--- src/rtl/fpga_sdpram_rd_stream_pkg.sv ---
// Shared types and sizing helpers for the SDP RAM burst reader.
//   state_e    : burst FSM state encoding (2 bits)
//   fifo_depth : output FIFO depth needed to absorb a given RAM read latency
package fpga_sdpram_rd_stream_pkg;

    typedef enum logic [1:0] {
        ST_IDLE  = 2'd0,
        ST_RUN   = 2'd1,
        ST_DRAIN = 2'd2,
        ST_FIN   = 2'd3
    } state_e;

    // Every read in the RAM pipe plus the one being presented needs a slot.
    function automatic int unsigned fifo_depth(input int unsigned read_laten);
        return read_laten + 32'd2;
    endfunction

endpackage

--- src/rtl/fpga_rd_skid_fifo.sv ---
// Register-based first-word-fall-through FIFO with occupancy count.
//   clk, rst_n : clock, async active-low reset
//   push_i     : write din_i (ignored when full and not popping)
//   din_i      : write data
//   pop_i      : consume head word (ignored when empty)
//   dout_o     : head word, stable until popped
//   vld_o      : head word valid
//   cnt_o      : number of stored words
module fpga_rd_skid_fifo #(
    parameter int unsigned DEPTH = 3,
    parameter int unsigned WIDTH = 6
) (
    input  logic                       clk,
    input  logic                       rst_n,
    input  logic                       push_i,
    input  logic [WIDTH-1:0]           din_i,
    input  logic                       pop_i,
    output logic [WIDTH-1:0]           dout_o,
    output logic                       vld_o,
    output logic [$clog2(DEPTH+1)-1:0] cnt_o
);

    localparam int unsigned PTR_W = (DEPTH > 1) ? $clog2(DEPTH) : 1;
    localparam int unsigned CNT_W = $clog2(DEPTH + 1);

    logic [WIDTH-1:0] mem_q [DEPTH];
    logic [PTR_W-1:0] wr_ptr_q;
    logic [PTR_W-1:0] rd_ptr_q;
    logic [CNT_W-1:0] cnt_q;
    logic [CNT_W-1:0] cnt_d;
    logic             vld_q;
    logic             pop_ok;
    logic             push_ok;

    // Pointers wrap at DEPTH, which need not be a power of two.
    function automatic logic [PTR_W-1:0] ptr_inc(input logic [PTR_W-1:0] p);
        return (p == PTR_W'(DEPTH - 1)) ? '0 : p + 1'b1;
    endfunction

    assign pop_ok  = pop_i && (cnt_q != '0);
    assign push_ok = push_i && ((cnt_q != CNT_W'(DEPTH)) || pop_ok);

    // Occupancy next state; simultaneous push and pop leaves it unchanged.
    always_comb begin
        cnt_d = cnt_q;
        if (push_ok && !pop_ok) begin
            cnt_d = cnt_q + 1'b1;
        end else if (!push_ok && pop_ok) begin
            cnt_d = cnt_q - 1'b1;
        end
    end

    // Storage, pointers and registered valid flag.
    always_ff @(posedge clk or negedge rst_n) begin
        if (!rst_n) begin
            for (int i = 0; i < int'(DEPTH); i++) begin
                mem_q[i] <= '0;
            end
            wr_ptr_q <= '0;
            rd_ptr_q <= '0;
            cnt_q    <= '0;
            vld_q    <= 1'b0;
        end else begin
            if (push_ok) begin
                mem_q[wr_ptr_q] <= din_i;
                wr_ptr_q        <= ptr_inc(wr_ptr_q);
            end
            if (pop_ok) begin
                rd_ptr_q <= ptr_inc(rd_ptr_q);
            end
            cnt_q <= cnt_d;
            vld_q <= (cnt_d != '0);
        end
    end

    assign dout_o = mem_q[rd_ptr_q];
    assign vld_o  = vld_q;
    assign cnt_o  = cnt_q;

endmodule

--- src/rtl/fpga_sdpram_rd_stream.sv ---
// Burst reader for the read port of a common-clock simple dual-port RAM.
// Converts a (base, length) command into rd/addrb requests, tracks the fixed
// RAM read latency and returns the words on a valid/ready stream.
//   clka, rstb_n       : clock, async active-low reset
//   start, base_addr,
//   length             : command (sampled only when idle; length 0 = empty burst)
//   busy, done         : command in progress / one-cycle completion pulse
//   rd, addrb, doutb   : RAM read port
//   dout, dout_vld,
//   dout_rdy           : output stream with full backpressure
module fpga_sdpram_rd_stream
    import fpga_sdpram_rd_stream_pkg::*;
#(
    parameter int unsigned ADDR_WIDTH = 6,
    parameter int unsigned DATA_WIDTH = 6,
    parameter int unsigned READ_LATEN = 1,
    parameter int unsigned LEN_WIDTH  = ADDR_WIDTH + 1
) (
    input  logic                  clka,
    input  logic                  rstb_n,
    input  logic                  start,
    input  logic [ADDR_WIDTH-1:0] base_addr,
    input  logic [LEN_WIDTH-1:0]  length,
    output logic                  busy,
    output logic                  done,
    output logic                  rd,
    output logic [ADDR_WIDTH-1:0] addrb,
    input  logic [DATA_WIDTH-1:0] doutb,
    output logic [DATA_WIDTH-1:0] dout,
    output logic                  dout_vld,
    input  logic                  dout_rdy
);

    localparam int unsigned FIFO_DEPTH = fifo_depth(READ_LATEN);
    localparam int unsigned CNT_W      = $clog2(FIFO_DEPTH + 1);
    localparam int unsigned SUM_W      = CNT_W + 2;

    state_e                state_q;
    logic [LEN_WIDTH-1:0]  rem_q;
    logic [ADDR_WIDTH-1:0] addr_q;
    logic                  rd_q;
    logic                  busy_q;
    logic                  done_q;
    logic [READ_LATEN-1:0] vpipe_q;

    logic [CNT_W-1:0]      fifo_cnt;
    logic                  fifo_vld;
    logic                  pop_c;
    logic [CNT_W-1:0]      in_flight_c;
    logic [SUM_W-1:0]      commit_c;
    logic                  credit_ok_c;
    logic                  drained_c;

    assign pop_c = fifo_vld && dout_rdy;

    // Reads sitting in the RAM latency pipe.
    always_comb begin
        in_flight_c = '0;
        for (int i = 0; i < int'(READ_LATEN); i++) begin
            in_flight_c = in_flight_c + CNT_W'(vpipe_q[i]);
        end
    end

    // Committed FIFO slots: the read on the RAM port now, the latency pipe and
    // the FIFO contents, less the word leaving this cycle. Counting the pop
    // keeps one-word-per-cycle throughput; counting rd_q keeps it overflow-safe.
    assign commit_c    = SUM_W'(rd_q) + SUM_W'(in_flight_c) + SUM_W'(fifo_cnt) - SUM_W'(pop_c);
    assign credit_ok_c = (commit_c < SUM_W'(FIFO_DEPTH));

    // Nothing left anywhere once the current handshake (if any) completes.
    assign drained_c = !rd_q && (vpipe_q == '0) &&
                       ((fifo_cnt == '0) || ((fifo_cnt == CNT_W'(1)) && pop_c));

    // Burst FSM with registered outputs; the first read is issued straight from IDLE.
    always_ff @(posedge clka or negedge rstb_n) begin
        if (!rstb_n) begin
            state_q <= ST_IDLE;
            rem_q   <= '0;
            addr_q  <= '0;
            rd_q    <= 1'b0;
            busy_q  <= 1'b0;
            done_q  <= 1'b0;
        end else begin
            rd_q   <= 1'b0;
            done_q <= 1'b0;
            case (state_q)
                ST_IDLE: begin
                    if (start) begin
                        busy_q <= 1'b1;
                        if (length == '0) begin
                            state_q <= ST_FIN;
                            done_q  <= 1'b1;
                        end else begin
                            state_q <= ST_RUN;
                            rd_q    <= 1'b1;
                            addr_q  <= base_addr;
                            rem_q   <= length - 1'b1;
                        end
                    end
                end
                ST_RUN: begin
                    if (rem_q == '0) begin
                        state_q <= ST_DRAIN;
                    end else if (credit_ok_c) begin
                        rd_q   <= 1'b1;
                        addr_q <= addr_q + 1'b1;
                        rem_q  <= rem_q - 1'b1;
                    end
                end
                ST_DRAIN: begin
                    if (drained_c) begin
                        state_q <= ST_FIN;
                        done_q  <= 1'b1;
                    end
                end
                ST_FIN: begin
                    state_q <= ST_IDLE;
                    busy_q  <= 1'b0;
                end
                default: begin
                    state_q <= ST_IDLE;
                    busy_q  <= 1'b0;
                end
            endcase
        end
    end

    // One bit per issued read, aligned with doutb at the pipe output.
    always_ff @(posedge clka or negedge rstb_n) begin
        if (!rstb_n) begin
            vpipe_q <= '0;
        end else begin
            vpipe_q <= READ_LATEN'({vpipe_q, rd_q});
        end
    end

    fpga_rd_skid_fifo #(
        .DEPTH (FIFO_DEPTH),
        .WIDTH (DATA_WIDTH)
    ) u_fifo (
        .clk    (clka),
        .rst_n  (rstb_n),
        .push_i (vpipe_q[READ_LATEN-1]),
        .din_i  (doutb),
        .pop_i  (pop_c),
        .dout_o (dout),
        .vld_o  (fifo_vld),
        .cnt_o  (fifo_cnt)
    );

    assign busy     = busy_q;
    assign done     = done_q;
    assign rd       = rd_q;
    assign addrb    = addr_q;
    assign dout_vld = fifo_vld;

endmodule

--- config.mk ---
export PLATFORM = sky130hd
export DESIGN_NAME = fpga_sdpram_rd_stream
export DESIGN_NICKNAME = d
export VERILOG_FILES = /design/src/rtl/fpga_sdpram_rd_stream_pkg.sv /design/src/rtl/fpga_rd_skid_fifo.sv /design/src/rtl/fpga_sdpram_rd_stream.sv
export SDC_FILE = /design/constraint.sdc
export NUM_CORES = 1
export LEC_CHECK = 0
export CAP_MARGIN = 0
export CORE_ASPECT_RATIO = 1.25
export CORE_MARGIN = 5
export CORE_UTILIZATION = 25
export DETAILED_ROUTE_END_ITERATION = 8
export PLACE_DENSITY = 0.5
export SETUP_SLACK_MARGIN = 0.05
export SLEW_MARGIN = 15
export SYNTH_ARGS = -nofsm -noshare
export SYNTH_HDL_FRONTEND = slang
export SYNTH_SLANG_ARGS = --single-unit
--- constraint.sdc ---
create_clock -name clka -period 7.9 [get_ports clka]
set_input_delay 1.58 -clock clka [delete_from_list [all_inputs] [get_ports clka]]
set_output_delay 1.58 -clock clka [all_outputs]
set_load 0.03 [all_outputs]
==> results of run 1 <==
==> worst max-delay path: stages <==
cell,delay [ps]
clkdlybuf4s50_1,450
and2_1,160
ha_1,290
fa_1,400
fa_1,390
xor2_1,170
a211oi_1,190
buf_4,220
nand3_1,180
o32a_1,420
o22a_1,190
==> cells in the final DEF (no fill, tap or decap), types with 2 or more instances in the layout <==
cell             instances
o21ai_0                 18
o22a_1                   4
mux2_2                  20
nand2_1                 23
nor4_1                   2
a22o_1                   2
and3_1                   2
nor3b_1                  2
a21oi_1                  5
nor2_1                   8
xnor2_1                  6
nand2b_1                 3
a211oi_1                 2
or3_1                    3
dfrtp_1                 44
o22ai_1                  2
nor3_1                   5
mux2i_1                 16
a22oi_1                  3
clkbuf_16                5
fa_1                     2
ha_1                    12
clkdlybuf4s50_1         37
or4_4                    2
a21o_1                   4
nand3_1                  9
nand3b_1                 2
a2bb2oi_1                3
inv_1                   13
buf_4                    2
nor3b_2                  2
==> sequential cells by signal, summed over array words and instances (netlist names), 2 cells and up <==
signal and cells:
u_fifo.mem_q 18, rem_q 7, addrb 6, state_q 2, u_fifo.cnt_o 2, u_fifo.rd_ptr_q 2
u_fifo.wr_ptr_q 2
==> area by class of cell <==
cell class	instances	share of cell area
Multi-Input combinational cell	185	0.431
Sequential cell	44	0.334
Timing Repair Buffer	40	0.118
Tap cell	129	0.0489
Clock buffer	6	0.0421
Inverter	13	0.0148
Clock inverter	2	0.0118
==> per-stage QoR <==
stage	cell area, um^2	hold WS [ps]
after floorplan	2620	480
after global placement	3120	425
after global routing	3300	479
final	3300	446
after detailed placement	3120	439
after CTS	3300	454
==> kinds of logic (layout without fill, tap and decap cells) <==
group,Yosys count,in the layout,synth area share
AOI/OAI and AO/OA,56,56,0.148
xor gates and xnor gates,7,7,0.0234
adders and majority gates,14,14,0.0727
buffers and inverters,23,61,0.0363
DFF,44,44,0.421
muxes,36,36,0.147
and+or+nand+nor,72,72,0.152
==> routing by layer <==
| metal | GRT usage | part of all wire |
|---|---|---|
| met1 | 0.139 | 0.47 |
| met5 | 0 | 0 |
| met4 | 0.0250 | 0.010 |
| met2 | 0.164 | 0.46 |
| met3 | 0.0252 | 0.051 |
==> path summary, 6_finish.rpt <==
check	cells past startpoint	to	slack [ps]	startpoint
setup / recovery	11	rem_q[3]	3430	dout_rdy
hold reg to reg	0	vpipe_q	450	rd
min in group asynchronous	1	u_fifo.rd_ptr_q[1]	1460	rstb_n
hold / removal	0	vpipe_q	450	rd
setup reg to reg	10	rem_q[3]	4730	vpipe_q
max in group asynchronous	1	u_fifo.mem_q[17]	5810	rstb_n
==> where the power goes <==
part | internal, mW | leakage (nW) | switching [mW]
clock | 0.158 | 0.0871 | 0.0888
combinational | 0.370 | 0.768 | 0.429
sequential | 0.336 | 0.529 | 0.110
==> results.toml, run 1 <==
[synthesis]
synthTopCellsByArea = "dfrtp_1 42%, mux2_2 8.6%, mux2i_1 6.1%"
synthArstFlopShare = 1.00
ys_ff_latch = 44
synth_common_cells = "44 x dfrtp_1, 23 x nand2_1, 20 x mux2_2, 18 x o21ai_0, 16 x mux2i_1"
yosysTopAreaCell = "dfrtp_1"
synth_warnings = 0
ys_types = 55
yosysTopAreaCellShare = 0.421
synthCells = 252
yosysSeqAreaShare = 0.421
syn_avg_cell_area_um2 = 10.4
synth-main-ff-cell = "dfrtp_1"
synth_edf_count = 0
synth_fp_nets = 289
synth_area_mm2 = 0.00262
yosysMostFrequentCell = "dfrtp_1"

[pwr]
power.total_mw = 1.49
powerDensity_mw_per_mm2 = 452
p_leak_nw = 1.38
peakVddDrop_mv = 0.220

[timing]
rsz0062_at_grt = "no"
fin_ws_ps = 3430
fin_crit_sh = 0.565
hold_viol = 0
period_minus_slack_ps = 4470
tns_ps = 0
clock_skew_ps = 7.14
max-slew-margin-rel = 0.332
maxSlewViolCount = 0
fmax_mhz = 224
finalSetupViolations = 0
worstMarginPinSlew_ps = 1000

[cts]
cts_tree = "yes"
clkTransAtPathRegs_ps = 70
cts.path.max_buffers = 2
cts_buffers = 5
cts.repair.resized = 0
cts.sinks = 44
cts_setup_buffers = 0
clk-insertion-delay-late_ps = 290
cts-root-buf = "clkbuf_16"
htree_levels = 2
cts_hold_buffers = 0

[layout]
area_growth_pct = 26.1
fin_nets = 326
diodes = 0
n_fill_cell = 1068
postLayoutCoreUtil = 0.325
stdcell_count = 419
multi_input_area_mm2 = 0.00142
seqCellArea_mm2 = 0.00110
drive_gt1_frac = 0.128

[drt]
drt_first_pass_iters = 4
detail-route-antenna-nets = 0
wl_per_cell_um = 14.8
vias_per_cell = 4.89
drt_iter0_markers = 38
drt_wl_total_mm = 6.19
vias = 2047
drc_errors = 0

[worst_setup_path]
required_ps = 8070
worst-path-max-fanout = 11
endpoint_kind = "flop"
criticalPathCategory = "primary input to flop"
startpoint_type = "primary input"
cp.arrival_ps = 4640

[floorplan]
fp.dieH_um = 124
core_mm2 = 0.0102
row_count = 41
die_w_um = 102
die-area_mm2 = 0.0126
start_util = 0.258
ios = 39

[run_status]
status = "finished, final reports clean"

[global_route]
overflow = 0
grt_max_degree = 45
grt_pass1_vias = 2167
track_usage = 0.103
antenna_found_initial = 0
grt_pass1_wl_mm = 10.7

[flow_run]
drv_cap = 0

[placement]
place_inst = 411
pre_cts_slack_ps = 3140
port_buffers = 38
dpl.hpwl_mm = 4.52
place_congestion = 0.713

[hold_path]
hold_class = "flop to flop"
No activity file was read; power rests on OpenSTA's default activity.
==> inputs of run 2 (changes only) <==
Clock period 7.9 ns to 4.3 ns, I/O delays scaled along.
==> run 2 against run 1 <==
Net effect: sequential share of layout area about the same; register-to-register slack worse by 3500 ps; routed wire length down 2.4%; sequential power grew 83%; first-iteration DRC count increased by 100%; sequential cell count did not move; hold slack improved by 4.9 ps; die area unchanged; global-route usage down 0.41 points; clock skew shrank 4.0 ps; clock power is 74% higher; total power grew 82%; critical endpoint unchanged; largest cell class unchanged.
==> results.toml, run 2 (same netlist as run 1, synthesis figures left out) <==
[drt]
vias_per_cell = 4.87
detail-route-antenna-nets = 0
drc_errors = 0
wl_per_cell_um = 14.4
drt_first_pass_iters = 4
drt_wl_total_mm = 6.04
drt_iter0_markers = 76
vias = 2047

[layout]
largest_reg_flops = 18
area_growth_pct = 26.0
largest_register = "u_fifo.mem_q"
stdcell_count = 420
final_cell_mix = "44 x dfrtp_1, 37 x clkdlybuf4s50_1, 23 x nand2_1"
drive_gt1_frac = 0.127
diodes = 0
fin_nets = 327
postLayoutCoreUtil = 0.325
final_common_cell = "dfrtp_1"

[floorplan]
die_w_um = 102
start_util = 0.258
core_mm2 = 0.0102
fp.dieH_um = 124
ios = 39
die-area_mm2 = 0.0126
row_count = 41

[timing]
max-slew-margin-rel = 0.404
fin_crit_sh = 0.857
worstMarginPinSlew_ps = 888
fin_ws_ps = 616
rsz0062_at_grt = "no"
hold_viol = 0
period_minus_slack_ps = 3680
clock_skew_ps = 3.15
tns_ps = 0
fmax_mhz = 271
finalSetupViolations = 0
maxSlewViolCount = 0

[worst_setup_path]
worst-path-max-fanout = 11
endpoint_kind = "flop"
required_ps = 4470
cp.arrival_ps = 3850
criticalPathCategory = "primary input to flop"
startpoint_type = "primary input"

[cts]
cts_hold_buffers = 0
cts-root-buf = "clkbuf_16"
cts.path.max_buffers = 2
clk-insertion-delay-late_ps = 280
cts.sinks = 44
cts_setup_buffers = 0
cts_tree = "yes"
cts.repair.resized = 0
cts_buffers = 5
clkTransAtPathRegs_ps = 60
htree_levels = 2

[hold_path]
hold_class = "flop to flop"

[global_route]
grt_pass1_wl_mm = 10.2
track_usage = 0.0988
antenna_found_initial = 0
grt_pass1_vias = 2046
grt_max_degree = 45
overflow = 0

[pwr]
powerDensity_mw_per_mm2 = 824
peakVddDrop_mv = 0.320
p_leak_nw = 1.38

[flow_run]
drv_cap = 0

[run_status]
status = "finished, final reports clean"

[placement]
place_inst = 412
place_congestion = 0.729
dpl.hpwl_mm = 4.43
port_buffers = 38
pre_cts_slack_ps = 329
==> run 2: cell types whose count changed in the layout (fill, tap and decap cells not counted), sizes merged <==
cell	before	now
buf	3	4
==> run 2: worst max-delay path: stages <==
cell	delay, ps
clkdlybuf4s50_1	450
and2_1	160
ha_1	280
fa_1	390
fa_1	490
nor2_1	40
a211oi_1	210
buf_4	220
nand3_1	180
o32a_1	370
o22a_1	190
==> run 2: routing by layer <==
metal / wire, um / GRT usage
met3: 343 / 0.0246
met1: 2880 / 0.140
met2: 2770 / 0.150
met5: 0 / 0
met4: 48 / 0.0235
==> run 2: power by group <==
| group | internal (mW) | switching [mW] | leakage, nW | total (mW) |
|---|---|---|---|---|
| Clock | 0.273 | 0.158 | 0.0808 | 0.431 |
| Combinational | 0.681 | 0.788 | 0.774 | 1.47 |
| Sequential | 0.618 | 0.198 | 0.529 | 0.816 |
| Total | 1.57 | 1.14 | 1.38 | 2.72 |
==> run 2: worst paths after layout <==
path / startpoint / to / slack (ps) / depth (start not counted)
max: dout_rdy / rem_q[3] / 620 / 11
min: rd / vpipe_q / 450 / 0
max reg2reg: u_fifo.vld_o / rem_q[3] / 1210 / 10
min reg2reg: rd / vpipe_q / 450 / 0
max in group asynchronous: rstb_n / u_fifo.mem_q[5] / 3330 / 1
min in group asynchronous: rstb_n / u_fifo.rd_ptr_q[1] / 570 / 1
==> run 2: per-stage QoR <==
step / power (mW) / area, um^2 / hold WS (ps)
after global placement: 2.28 / 3130 / 431
after detailed placement: 2.31 / 3130 / 436
after floorplan: 1.85 / 2620 / 480
final: 2.72 / 3300 / 451
after CTS: 2.75 / 3290 / 451
after global routing: 2.95 / 3300 / 477
==> run 2: cell type report <==
type                       instances  area (um^2)
tap                              129          161
fill                            1054         6860
clock inverter                     2         35.0
multi-input combinational        185         1420
inverter                          13         48.8
timing repair buffer              41          400
clock buffer                       6          129
sequential                        44         1100
==> inputs of run 3 (changes only) <==
Settings changed: REMOVE_ABC_BUFFERS set to 1.
==> run 3 against run 2 <==
Net effect: fmax decreased by 1.8%; routed wire length is 0.66% higher; via count down 1.1%; largest cell class unchanged; first-iteration DRC count decreased by 33%; cell count grew 0.48%; utilization is 0.22 points higher; highest routed layer unchanged.
==> results.toml, run 3 (same netlist as run 1, synthesis figures left out) <==
[pwr]
internal-power_mw = 1.59
p_clk_frac = 0.164
power.switching_mw = 1.15
p_comb_frac = 0.541
power.total_mw = 2.74
powerDensity_mw_per_mm2 = 826
peakVddDrop_mv = 0.265
p_leak_nw = 1.39
pwr-share-seq = 0.295
netSwitchingFraction = 0.421

[placement]
port_buffers = 38
place_area_mm2 = 0.00315
dpl.hpwl_mm = 4.45
place_congestion = 0.732

[timing]
fin_crit_sh = 0.872
hold_viol = 0
maxSlewViolCount = 0
finalSetupViolations = 0
whs_ps = 460
rsz0062_at_grt = "no"
max-slew-margin-rel = 0.557
fmax_mhz = 267
tns_ps = 0
clock_skew_ps = 3.29
period_minus_slack_ps = 3750
worstMarginPinSlew_ps = 661

[layout]
fin_nets = 329
final_cell_mix = "44 x dfrtp_1, 37 x clkdlybuf4s50_1, 23 x nand2_1"
drive_gt1_frac = 0.137
n_fill_cell = 1042
largest_reg_flops = 18
final_cell_area_mm2 = 0.00332
diodes = 0
final_common_cell = "dfrtp_1"
largest_register = "u_fifo.mem_q"
area_growth_pct = 26.8

[drt]
drc_errors = 0
drt_first_pass_iters = 4
detail-route-antenna-nets = 0
vias = 2025
drt_iter0_markers = 51
drt_wl_total_mm = 6.08
vias_per_cell = 4.80
wl_per_cell_um = 14.4

[cts]
cts_tree = "yes"
cts-root-buf = "clkbuf_16"
cts_buffers = 5
htree_levels = 2
cts.path.max_buffers = 2
clkTransAtPathRegs_ps = 70
cts.sinks = 44
clk-insertion-delay-late_ps = 290
cts.repair.resized = 0
cts_hold_buffers = 0
cts_setup_buffers = 0

[worst_setup_path]
critPathBufInv = 1
cp.arrival_ps = 3930
criticalPathCategory = "primary input to flop"
startpoint_type = "primary input"
crit_path_top_delay_cell = "clkdlybuf4s50_1"
cp-startpoint = "dout_rdy"
crit_family = "adder cells"
required_ps = 4480
worst_path_most_repeated_cell = "fa_1"
critPathMaxStageDelay_ps = 460
r2r-start = "vpipe_q"
crit_chain = "clkdlybuf4s50_1 > and2_1 > ha_1 > fa_1 > fa_1 > xor2_1 > a211oi_1 > a21oi_1 > or2_2 > a221oi_1"
worst-path-max-fanout = 4
endpoint_kind = "flop"

[floorplan]
die-area_mm2 = 0.0126
ios = 39
start_util = 0.258
fp.dieH_um = 124
die_w_um = 102
row_count = 41
core_mm2 = 0.0102

[global_route]
overflow = 0
grt_max_degree = 45
grt_pass1_wl_mm = 10.4
grt_pass1_vias = 2106
track_usage = 0.101
antenna_found_initial = 0

[hold_path]
hold_class = "flop to flop"
min_from = "rd"

[flow_run]
drv_cap = 0

[run_status]
status = "finished, final reports clean"
run 3: cell count changes in the layout (fill, tap and decap cells not counted):
| cell | before | now |
|---|---|---|
| clkbuf_1 | 1 | 0 |
| inv_6 | 0 | 1 |
| clkinvlp_4 | 0 | 1 |
| clkinv_2 | 1 | 0 |
| buf_4 | 4 | 6 |
run 3: routing by layer:
| layer | GRT usage | routed length (um) | vias to the layer above | share of wire |
|---|---|---|---|---|
| li1 | - | - | 1008 | - |
| met1 | 0.129 | 2790 | 981 | 0.46 |
| met2 | 0.168 | 3050 | 31 | 0.50 |
| met3 | 0.0241 | 185 | 5 | 0.030 |
| met4 | 0.0282 | 51 | 0 | 0.0084 |
| met5 | 0 | 0 | - | 0 |
run 3: worst reg2reg max path: cells and delay by family (launching register included):
family	cells	cell delay, ps
xor gates and xnor gates	1	170
buffers and inverters	1	120
and+or+nand+nor	1	320
AOI/OAI and AO/OA	3	900
adders and majority gates	3	1080
DFF	1	470
run 3: stage by stage:
step,util,worst slack (ps),cells
floorplan,-,488,242
CTS,0.327,560,422
global route,0.327,328,422
global placement,0.310,336,414
finish,0.327,549,422
detailed placement,0.310,276,414
run 3: path summary, 6_finish.rpt:
check	endpoint	slack (ps)	cells after the start
worst max register to register	rem_q[5]	1140	9
max in group asynchronous	u_fifo.mem_q[13]	3320	1
worst max-delay path	rem_q[5]	550	10
worst min-delay path	vpipe_q	460	0
min in group asynchronous	addrb[0]	570	1
worst min register to register	vpipe_q	460	0
run 3: final cells by class:
type                            count  area [um^2]  share of cell area
Timing Repair Buffer               43          415               0.125
Clock buffer                        5          125              0.0377
Tap cell                          129          161              0.0486
Multi-Input combinational cell    185         1420               0.428
Inverter                           13         48.8              0.0147
Sequential cell                    44         1100               0.332
Clock inverter                      3         46.3              0.0139
run 3: power groups by stage:
stage / clock network, mW / logic, mW / registers (mW)
finish: 0.450 / 1.48 / 0.809
global route: 0.475 / 1.64 / 0.849
floorplan: 0 / 0.979 / 0.844
CTS: 0.466 / 1.50 / 0.813
global placement: 0 / 1.48 / 0.819
detailed placement: 0 / 1.50 / 0.820
